File: config.mk
export PLATFORM = sky130hd
export DESIGN_NAME = ft245_tx
export DESIGN_NICKNAME = d
export VERILOG_FILES = /design/src/rtl/ft245_tx.sv
export SDC_FILE = /design/constraint.sdc
export NUM_CORES = 1
export LEC_CHECK = 0
export CORE_UTILIZATION = 55
export DETAILED_ROUTE_END_ITERATION = 8
export HOLD_SLACK_MARGIN = 0.03
export PLACE_DENSITY = 0.74
export SYNTH_ARGS = -nofsm -noshare
export SYNTH_HDL_FRONTEND = slang
export SYNTH_SLANG_ARGS = --single-unit
File: constraint.sdc
create_clock -name clk -period 4.69 [get_ports clk]
set_input_delay 0.469 -clock clk [delete_from_list [all_inputs] [get_ports clk]]
set_output_delay 0.469 -clock clk [all_outputs]
set_load 0.05 [all_outputs]
File: src/rtl/ft245_tx.sv
`default_nettype none
// ============================================================================
// Module   : ft245_tx
// Purpose  : FT232H 245-sync FIFO transmit path: byte FIFO, write strobe,
//            back-pressure hold and send-immediate (SIWU) on flush.
// Revision : 1.0 - initial release
// ============================================================================
module ft245_tx #(
   parameter int DEPTH_LOG2 = 4
) (
   input  logic                  clk,
   input  logic                  rst,
   input  logic [7:0]            din,
   input  logic                  din_valid,
   output logic                  din_ready,
   input  logic                  flush,
   input  logic                  grant,
   output logic                  req,
   input  logic                  ft_txe_n,
   output logic                  ft_wr_n,
   output logic                  ft_siwu_n,
   output logic [7:0]            ft_data_out,
   output logic                  ft_data_oe,
   output logic [DEPTH_LOG2:0]   level
);

   localparam int c_DEPTH = 1 << DEPTH_LOG2;

   localparam logic [1:0] c_S_IDLE  = 2'd0;
   localparam logic [1:0] c_S_WRITE = 2'd1;
   localparam logic [1:0] c_S_HOLD  = 2'd2;
   localparam logic [1:0] c_S_SIWU  = 2'd3;

   logic [7:0]            r_mem [0:c_DEPTH-1];
   logic [DEPTH_LOG2-1:0] r_wr_ptr, r_rd_ptr;
   logic [DEPTH_LOG2:0]   r_level;
   logic [1:0]            r_state, w_state_nxt;
   logic                  r_wr_n, r_siwu_n, r_data_oe, r_held, r_flush_pend;
   logic [7:0]            r_data_out;

   logic w_push, w_pop, w_full, w_empty;
   logic w_wr_n_nxt, w_siwu_n_nxt, w_oe_nxt, w_held_nxt, w_flush_clr;

   // Occupancy never exceeds depth, so the MSB alone flags full.
   assign w_full    = r_level[DEPTH_LOG2];
   assign w_empty   = (r_level == '0);
   assign w_push    = din_valid && !w_full;

   assign din_ready   = !w_full;
   assign level       = r_level;
   assign ft_wr_n     = r_wr_n;
   assign ft_siwu_n   = r_siwu_n;
   assign ft_data_out = r_data_out;
   assign ft_data_oe  = r_data_oe;
   assign req         = !w_empty || r_held || r_flush_pend || (r_state != c_S_IDLE);

   always_ff @(posedge clk) begin
      if (w_push) r_mem[r_wr_ptr] <= din;
   end

   always_ff @(posedge clk or posedge rst) begin
      if (rst) begin
         r_wr_ptr <= '0;
         r_rd_ptr <= '0;
         r_level  <= '0;
      end else begin
         if (w_push) r_wr_ptr <= r_wr_ptr + 1'b1;
         if (w_pop)  r_rd_ptr <= r_rd_ptr + 1'b1;
         case ({w_push, w_pop})
            2'b10:   r_level <= r_level + 1'b1;
            2'b01:   r_level <= r_level - 1'b1;
            default: r_level <= r_level;
         endcase
      end
   end

   // State and registered FT-facing outputs
   always_ff @(posedge clk or posedge rst) begin
      if (rst) begin
         r_state      <= c_S_IDLE;
         r_wr_n       <= 1'b1;
         r_siwu_n     <= 1'b1;
         r_data_oe    <= 1'b0;
         r_data_out   <= 8'h00;
         r_held       <= 1'b0;
         r_flush_pend <= 1'b0;
      end else begin
         r_state      <= w_state_nxt;
         r_wr_n       <= w_wr_n_nxt;
         r_siwu_n     <= w_siwu_n_nxt;
         r_data_oe    <= w_oe_nxt;
         r_held       <= w_held_nxt;
         r_flush_pend <= flush || (r_flush_pend && !w_flush_clr);
         if (w_pop) r_data_out <= r_mem[r_rd_ptr];
      end
   end

   always_comb begin
      w_state_nxt = r_state;
      case (r_state)
         c_S_IDLE: begin
            if (grant && !ft_txe_n && !w_empty)       w_state_nxt = c_S_WRITE;
            else if (r_flush_pend && w_empty && grant) w_state_nxt = c_S_SIWU;
         end
         c_S_WRITE: begin
            if (ft_txe_n)                  w_state_nxt = c_S_HOLD;
            else if (!(grant && !w_empty)) w_state_nxt = c_S_IDLE;
         end
         c_S_HOLD: begin
            if (grant && !ft_txe_n) w_state_nxt = c_S_WRITE;
         end
         default: w_state_nxt = c_S_IDLE;
      endcase
   end

   always_comb begin
      w_pop        = 1'b0;
      w_wr_n_nxt   = 1'b1;
      w_oe_nxt     = 1'b0;
      w_siwu_n_nxt = 1'b1;
      w_held_nxt   = r_held;
      w_flush_clr  = 1'b0;
      case (r_state)
         c_S_IDLE: begin
            if (grant && !ft_txe_n && !w_empty) begin
               w_pop      = 1'b1;
               w_wr_n_nxt = 1'b0;
               w_oe_nxt   = 1'b1;
            end else if (r_flush_pend && w_empty && grant) begin
               w_siwu_n_nxt = 1'b0;
            end
         end
         c_S_WRITE: begin
            if (!ft_txe_n) begin
               w_held_nxt = 1'b0;
               if (grant && !w_empty) begin
                  w_pop      = 1'b1;
                  w_wr_n_nxt = 1'b0;
                  w_oe_nxt   = 1'b1;
               end
            end else begin
               // Byte refused: keep it and keep driving the bus while granted.
               w_held_nxt = 1'b1;
               w_oe_nxt   = grant;
            end
         end
         c_S_HOLD: begin
            w_oe_nxt = grant;
            if (grant && !ft_txe_n) begin
               w_wr_n_nxt = 1'b0;
               w_oe_nxt   = 1'b1;
            end
         end
         default: w_flush_clr = 1'b1;
      endcase
   end

endmodule
`default_nettype wire

==> impl_results.html <==
<table>
<tr><th>Metric</th><th>Value</th></tr>
<tr><th colspan="2">Cells and area</th></tr>
<tr><td>Number of diodes added for antenna fixing</td><td>0</td></tr>
<tr><td>Area growth from synthesis to final layout</td><td>14.7%</td></tr>
<tr><td>Final instance area</td><td>7320 um2</td></tr>
<tr><td>Share of final-layout standard cells stronger than drive strength 1</td><td>0.210</td></tr>
<tr><td>Final-layout fill cell count</td><td>737</td></tr>
<tr><td>Nets</td><td>400</td></tr>
<tr><td>Core Util, Final</td><td>0.661</td></tr>
<tr><th colspan="2">STA</th></tr>
<tr><td>Maximum clock frequency</td><td>311 MHz</td></tr>
<tr><td>Fin. Hold Viols</td><td>0</td></tr>
<tr><td>Final count of negative-setup-slack endpoints</td><td>0</td></tr>
<tr><td>Final number of max-transition violations</td><td>0</td></tr>
<tr><td>Transition time of the tightest slew-check pin</td><td>1270 ps</td></tr>
<tr><td>Worst rel slew slack</td><td>0.149</td></tr>
<tr><td>Min cycle time layout</td><td>3220 ps</td></tr>
<tr><td>Final Skew</td><td>7.16 ps</td></tr>
<tr><td>Setup WS post-layout</td><td>1470 ps</td></tr>
<tr><td>Final sum of negative setup slack</td><td>0 ps</td></tr>
<tr><td>RSZ-0062 raised after global routing</td><td>no</td></tr>
<tr><td>Share of the cycle needed by the critical path after routing</td><td>0.686</td></tr>
<tr><th colspan="2">Min path</th></tr>
<tr><td>Hold/Removal Path Class</td><td>flip-flop to flip-flop</td></tr>
<tr><td>Hold path startpoint</td><td>ft_data_out[7]</td></tr>
<tr><th colspan="2">Clocking</th></tr>
<tr><td>Clock input transition at the sequential cells of the worst setup and hold paths</td><td>60 ps</td></tr>
<tr><td>Total clock sinks</td><td>156</td></tr>
<tr><td>Number of buffers added to fix hold violations after cts</td><td>0</td></tr>
<tr><td>Deepest level of the CTS H-tree</td><td>4</td></tr>
<tr><td>PostCTS Resize Cnt</td><td>0</td></tr>
<tr><td>Root buffer selected by CTS</td><td>sky130_fd_sc_hd__clkbuf_16</td></tr>
<tr><td>Number of buffers inserted during clock tree synthesis</td><td>17</td></tr>
<tr><td>TritonCTS clock tree</td><td>built</td></tr>
<tr><td>Skew-Pair Late Insertion Delay</td><td>420 ps</td></tr>
<tr><td>Post-CTS Repair Setup Buffers</td><td>0</td></tr>
<tr><td>Maximum count of clock buffers along a single path</td><td>2</td></tr>
<tr><th colspan="2">Power</th></tr>
<tr><td>Share of power burned in the clock network</td><td>0.284</td></tr>
<tr><td>Leakage</td><td>2.45 nW</td></tr>
<tr><td>Maximum resistive drop on vdd</td><td>0.434 mV</td></tr>
<tr><td>P_sw</td><td>1.48 mW</td></tr>
<tr><td>Power per Cell Area</td><td>609 nW/um2</td></tr>
<tr><td>Internal portion of total power</td><td>2.98 mW</td></tr>
<tr><td>Flop pwr share</td><td>0.434</td></tr>
<tr><td>Comb power frac</td><td>0.282</td></tr>
<tr><td>Switching power as a share of total power</td><td>0.332</td></tr>
<tr><th colspan="2">Routing</th></tr>
<tr><td>Ratio of routed vias to standard cells</td><td>6.05</td></tr>
<tr><td>Routed vias</td><td>3213</td></tr>
<tr><td>Mean routed wirelength per cell</td><td>22.4 um</td></tr>
<tr><td>Initial detailed-routing violation count</td><td>292</td></tr>
<tr><td>Remaining antenna violation count after routing</td><td>0</td></tr>
<tr><td>Number of iterations in the first detailed-routing pass</td><td>5</td></tr>
<tr><td>Count of unresolved DRC violations after routing</td><td>0</td></tr>
<tr><td>Post-detailed-routing wire length</td><td>11900 um</td></tr>
<tr><th colspan="2">Logic synthesis</th></tr>
<tr><td>Cell area after technology mapping</td><td>6390 um2</td></tr>
<tr><td>Leading post-synthesis cells by instance count</td><td>128 x sky130_fd_sc_hd__edfxtp_1, 32 x sky130_fd_sc_hd__mux4_2, 26 x sky130_fd_sc_hd__dfrtp_1, 26 x sky130_fd_sc_hd__nand2_1, 17 x sky130_fd_sc_hd__nor2_1</td></tr>
<tr><td>Most used flip-flop cell after synthesis</td><td>sky130_fd_sc_hd__edfxtp_1</td></tr>
<tr><td>Fraction of synthesized cell area taken by the top area cell type</td><td>0.602</td></tr>
<tr><td>Cells after synthesis</td><td>347</td></tr>
<tr><td>Count of different cell masters after synthesis</td><td>45</td></tr>
<tr><td>Net count of the mapped netlist</td><td>369</td></tr>
<tr><td>Synth Area per Inst</td><td>18.4 um2</td></tr>
<tr><td>Synth top area cells</td><td>sky130_fd_sc_hd__edfxtp_1 60%, sky130_fd_sc_hd__mux4_2 11%, sky130_fd_sc_hd__dfrtp_1 10%</td></tr>
<tr><td>Cell accounting for the most synthesized area</td><td>sky130_fd_sc_hd__edfxtp_1</td></tr>
<tr><td>Synthesis warning total</td><td>0</td></tr>
<tr><td>Async set-or-reset flop fraction in the synthesized netlist</td><td>0.179</td></tr>
<tr><td>Leading cell type by number of instances after synthesis</td><td>sky130_fd_sc_hd__edfxtp_1</td></tr>
<tr><td>Register area share after synthesis</td><td>0.712</td></tr>
<tr><td>Count of flip-flops with a built-in enable after synthesis</td><td>128</td></tr>
<tr><td>Synthesized flop and latch total</td><td>156</td></tr>
<tr><th colspan="2">Job</th></tr>
<tr><td>Max cap viols</td><td>0</td></tr>
<tr><th colspan="2">Critical path</th></tr>
<tr><td>Sort of element at the end of the critical path</td><td>primary output</td></tr>
<tr><td>Beginning of the worst register-to-register path</td><td>level[0]</td></tr>
<tr><td>Worst path buffer plus inverter count</td><td>1</td></tr>
<tr><td>Slowest library cell on the worst path</td><td>sky130_fd_sc_hd__clkdlybuf4s50_1</td></tr>
<tr><td>Arrival time worst endpoint</td><td>2750 ps</td></tr>
<tr><td>Start point of the critical path</td><td>level[0]</td></tr>
<tr><td>CP top delay family</td><td>simple AND/OR/NAND/NOR gates</td></tr>
<tr><td>Critical path required time</td><td>4220 ps</td></tr>
<tr><td>Max incr delay on CP</td><td>710 ps</td></tr>
<tr><td>Startpoint-to-endpoint class of the critical path</td><td>flip-flop to primary output</td></tr>
<tr><td>Crit path cell chain</td><td>or3_4 &gt; nor3_4 &gt; nand2_1 &gt; or4_1 &gt; clkdlybuf4s50_1</td></tr>
<tr><td>Type of origin of the critical path</td><td>flip-flop</td></tr>
<tr><td>Largest fanout on the critical path</td><td>6</td></tr>
<tr><th colspan="2">Floorplanning</th></tr>
<tr><td>Core ar.</td><td>11100 um2</td></tr>
<tr><td>Area enclosed by the die boundary</td><td>12000 um2</td></tr>
<tr><td>Die Span Y</td><td>110 um</td></tr>
<tr><td>Initial core utilization</td><td>0.576</td></tr>
<tr><td>Die extent in x</td><td>110 um</td></tr>
<tr><td>Placement Rows</td><td>38</td></tr>
<tr><td>Num ports</td><td>32</td></tr>
<tr><th colspan="2">GRT</th></tr>
<tr><td>Via count of the first global-routing pass</td><td>3252</td></tr>
<tr><td>Initial antenna violation count</td><td>0</td></tr>
<tr><td>Wire length of the first global-routing pass</td><td>18400 um</td></tr>
<tr><td>Maximum number of pins on one net before global-route repair</td><td>34</td></tr>
<tr><td>Global routing usage summed across all routing layers</td><td>0.226</td></tr>
<tr><td>Global route total overflow</td><td>0</td></tr>
<tr><th colspan="2">Placement</th></tr>
<tr><td>Gp weighted congestion</td><td>0.820</td></tr>
<tr><td>Total of buffers placed on input and output ports</td><td>31</td></tr>
<tr><td>Area after DPL</td><td>6770 um2</td></tr>
<tr><td>HPWL after detailed placement</td><td>7270 um</td></tr>
<tr><td>Worst slack at placement</td><td>1520 ps</td></tr>
<tr><th colspan="2">Run status</th></tr>
<tr><td>Outcome</td><td>finished, final reports clean</td></tr>
</table>
-- cells in the final DEF (no fill, tap or decap), types with 2 or more instances in the layout --
cell type                           n
sky130_fd_sc_hd__edfxtp_1         128
sky130_fd_sc_hd__mux4_2            32
sky130_fd_sc_hd__clkdlybuf4s50_1   31
sky130_fd_sc_hd__nand2_1           26
sky130_fd_sc_hd__dfrtp_1           24
sky130_fd_sc_hd__nor2_1            17
sky130_fd_sc_hd__clkbuf_16         17
sky130_fd_sc_hd__mux2i_1           16
sky130_fd_sc_hd__o221ai_2           8
sky130_fd_sc_hd__ha_1               8
sky130_fd_sc_hd__xnor2_1            7
sky130_fd_sc_hd__nor3_1             6
sky130_fd_sc_hd__inv_1              6
sky130_fd_sc_hd__clkinvlp_4         6
sky130_fd_sc_hd__xor2_1             5
sky130_fd_sc_hd__o21ai_0            4
sky130_fd_sc_hd__clkbuf_1           4
sky130_fd_sc_hd__nand2b_1           3
sky130_fd_sc_hd__nand4_1            3
sky130_fd_sc_hd__nor2b_1            3
sky130_fd_sc_hd__a21oi_1            2
sky130_fd_sc_hd__mux2_2             2
sky130_fd_sc_hd__a22oi_1            2
sky130_fd_sc_hd__a21o_1             2
sky130_fd_sc_hd__clkinv_2           2
sky130_fd_sc_hd__dfstp_2            2
sky130_fd_sc_hd__dfrtp_2            2
-- state kept, by name, indices dropped and copies added, names as in the netlist --
register,count
r_held,1
r_rd_ptr,4
ft_siwu_n,1
ft_data_out,8
ft_wr_n,1
r_flush_pend,1
r_state,2
r_mem,128
level,5
ft_data_oe,1
r_wr_ptr,4
-- cells by family after synthesis --
group,synth area share
DFF,0.712
and+or+nand+nor,0.0525
muxes,0.141
buffers and inverters,0.0210
AOI/OAI and AO/OA,0.0410
xor gates and xnor gates,0.0165
adders and majority gates,0.0157
-- worst reg2reg max path, stage by stage (launching register included) --
cell                       delay, ps
sky130_fd_sc_hd__dfrtp_1         450
sky130_fd_sc_hd__or3_4           460
sky130_fd_sc_hd__o311ai_4        520
sky130_fd_sc_hd__inv_2           180
sky130_fd_sc_hd__ha_1            330
sky130_fd_sc_hd__xor2_1          180
sky130_fd_sc_hd__ha_1            230
sky130_fd_sc_hd__and3b_1         170
sky130_fd_sc_hd__o21ai_0         180
sky130_fd_sc_hd__a31oi_1         140
sky130_fd_sc_hd__xnor2_1         140
-- path summary, 6_finish.rpt --
kind / endpoint / slack (ps) / depth (start not counted)
max in group asynchronous: r_rd_ptr[2] / 3340 / 2
min in group asynchronous: level[3] / 620 / 2
max: req / 1470 / 5
min reg2reg: ft_data_out[7] / 500 / 2
min: ft_data_out[7] / 500 / 2
max reg2reg: level[4] / 1600 / 10
-- power groups by stage --
stage               Clock [mW]  Sequential (mW)  Combinational (mW)
floorplan                    0             1.97               0.885
global placement             0             1.96                1.25
detailed placement           0             1.96                1.26
CTS                       1.28             1.94                1.27
global route              1.34             1.97                1.35
finish                    1.27             1.94                1.26
-- metrics by stage --
stage	total power, mW	instances	hold WS, ps
2_1_floorplan	2.86	347	474
3_3_place_gp	3.20	499	476
3_5_place_dp	3.23	499	481
4_1_cts	4.49	531	494
5_1_grt	4.65	531	526
6_report	4.46	531	496
-- final cells by class --
class,instances,area [um2],area share
Tap cell,140,175,0.0239
Multi-Input combinational cell,164,1710,0.233
Clock buffer,22,454,0.0620
Timing Repair Buffer,32,318,0.0434
Sequential cell,156,4550,0.621
Inverter,7,26.3,0.00359
Clock inverter,10,93.8,0.0128
-- layer usage --
layer / routed length, um / vias to the layer above / track usage
met3: 645 / 23 / 0.0539
met1: 5190 / 1654 / 0.305
met4: 257 / 0 / 0.103
met5: 0 / - / 0
li1: - / 1424 / -
met2: 5830 / 112 / 0.352
Power figures use the tool's default switching activity.
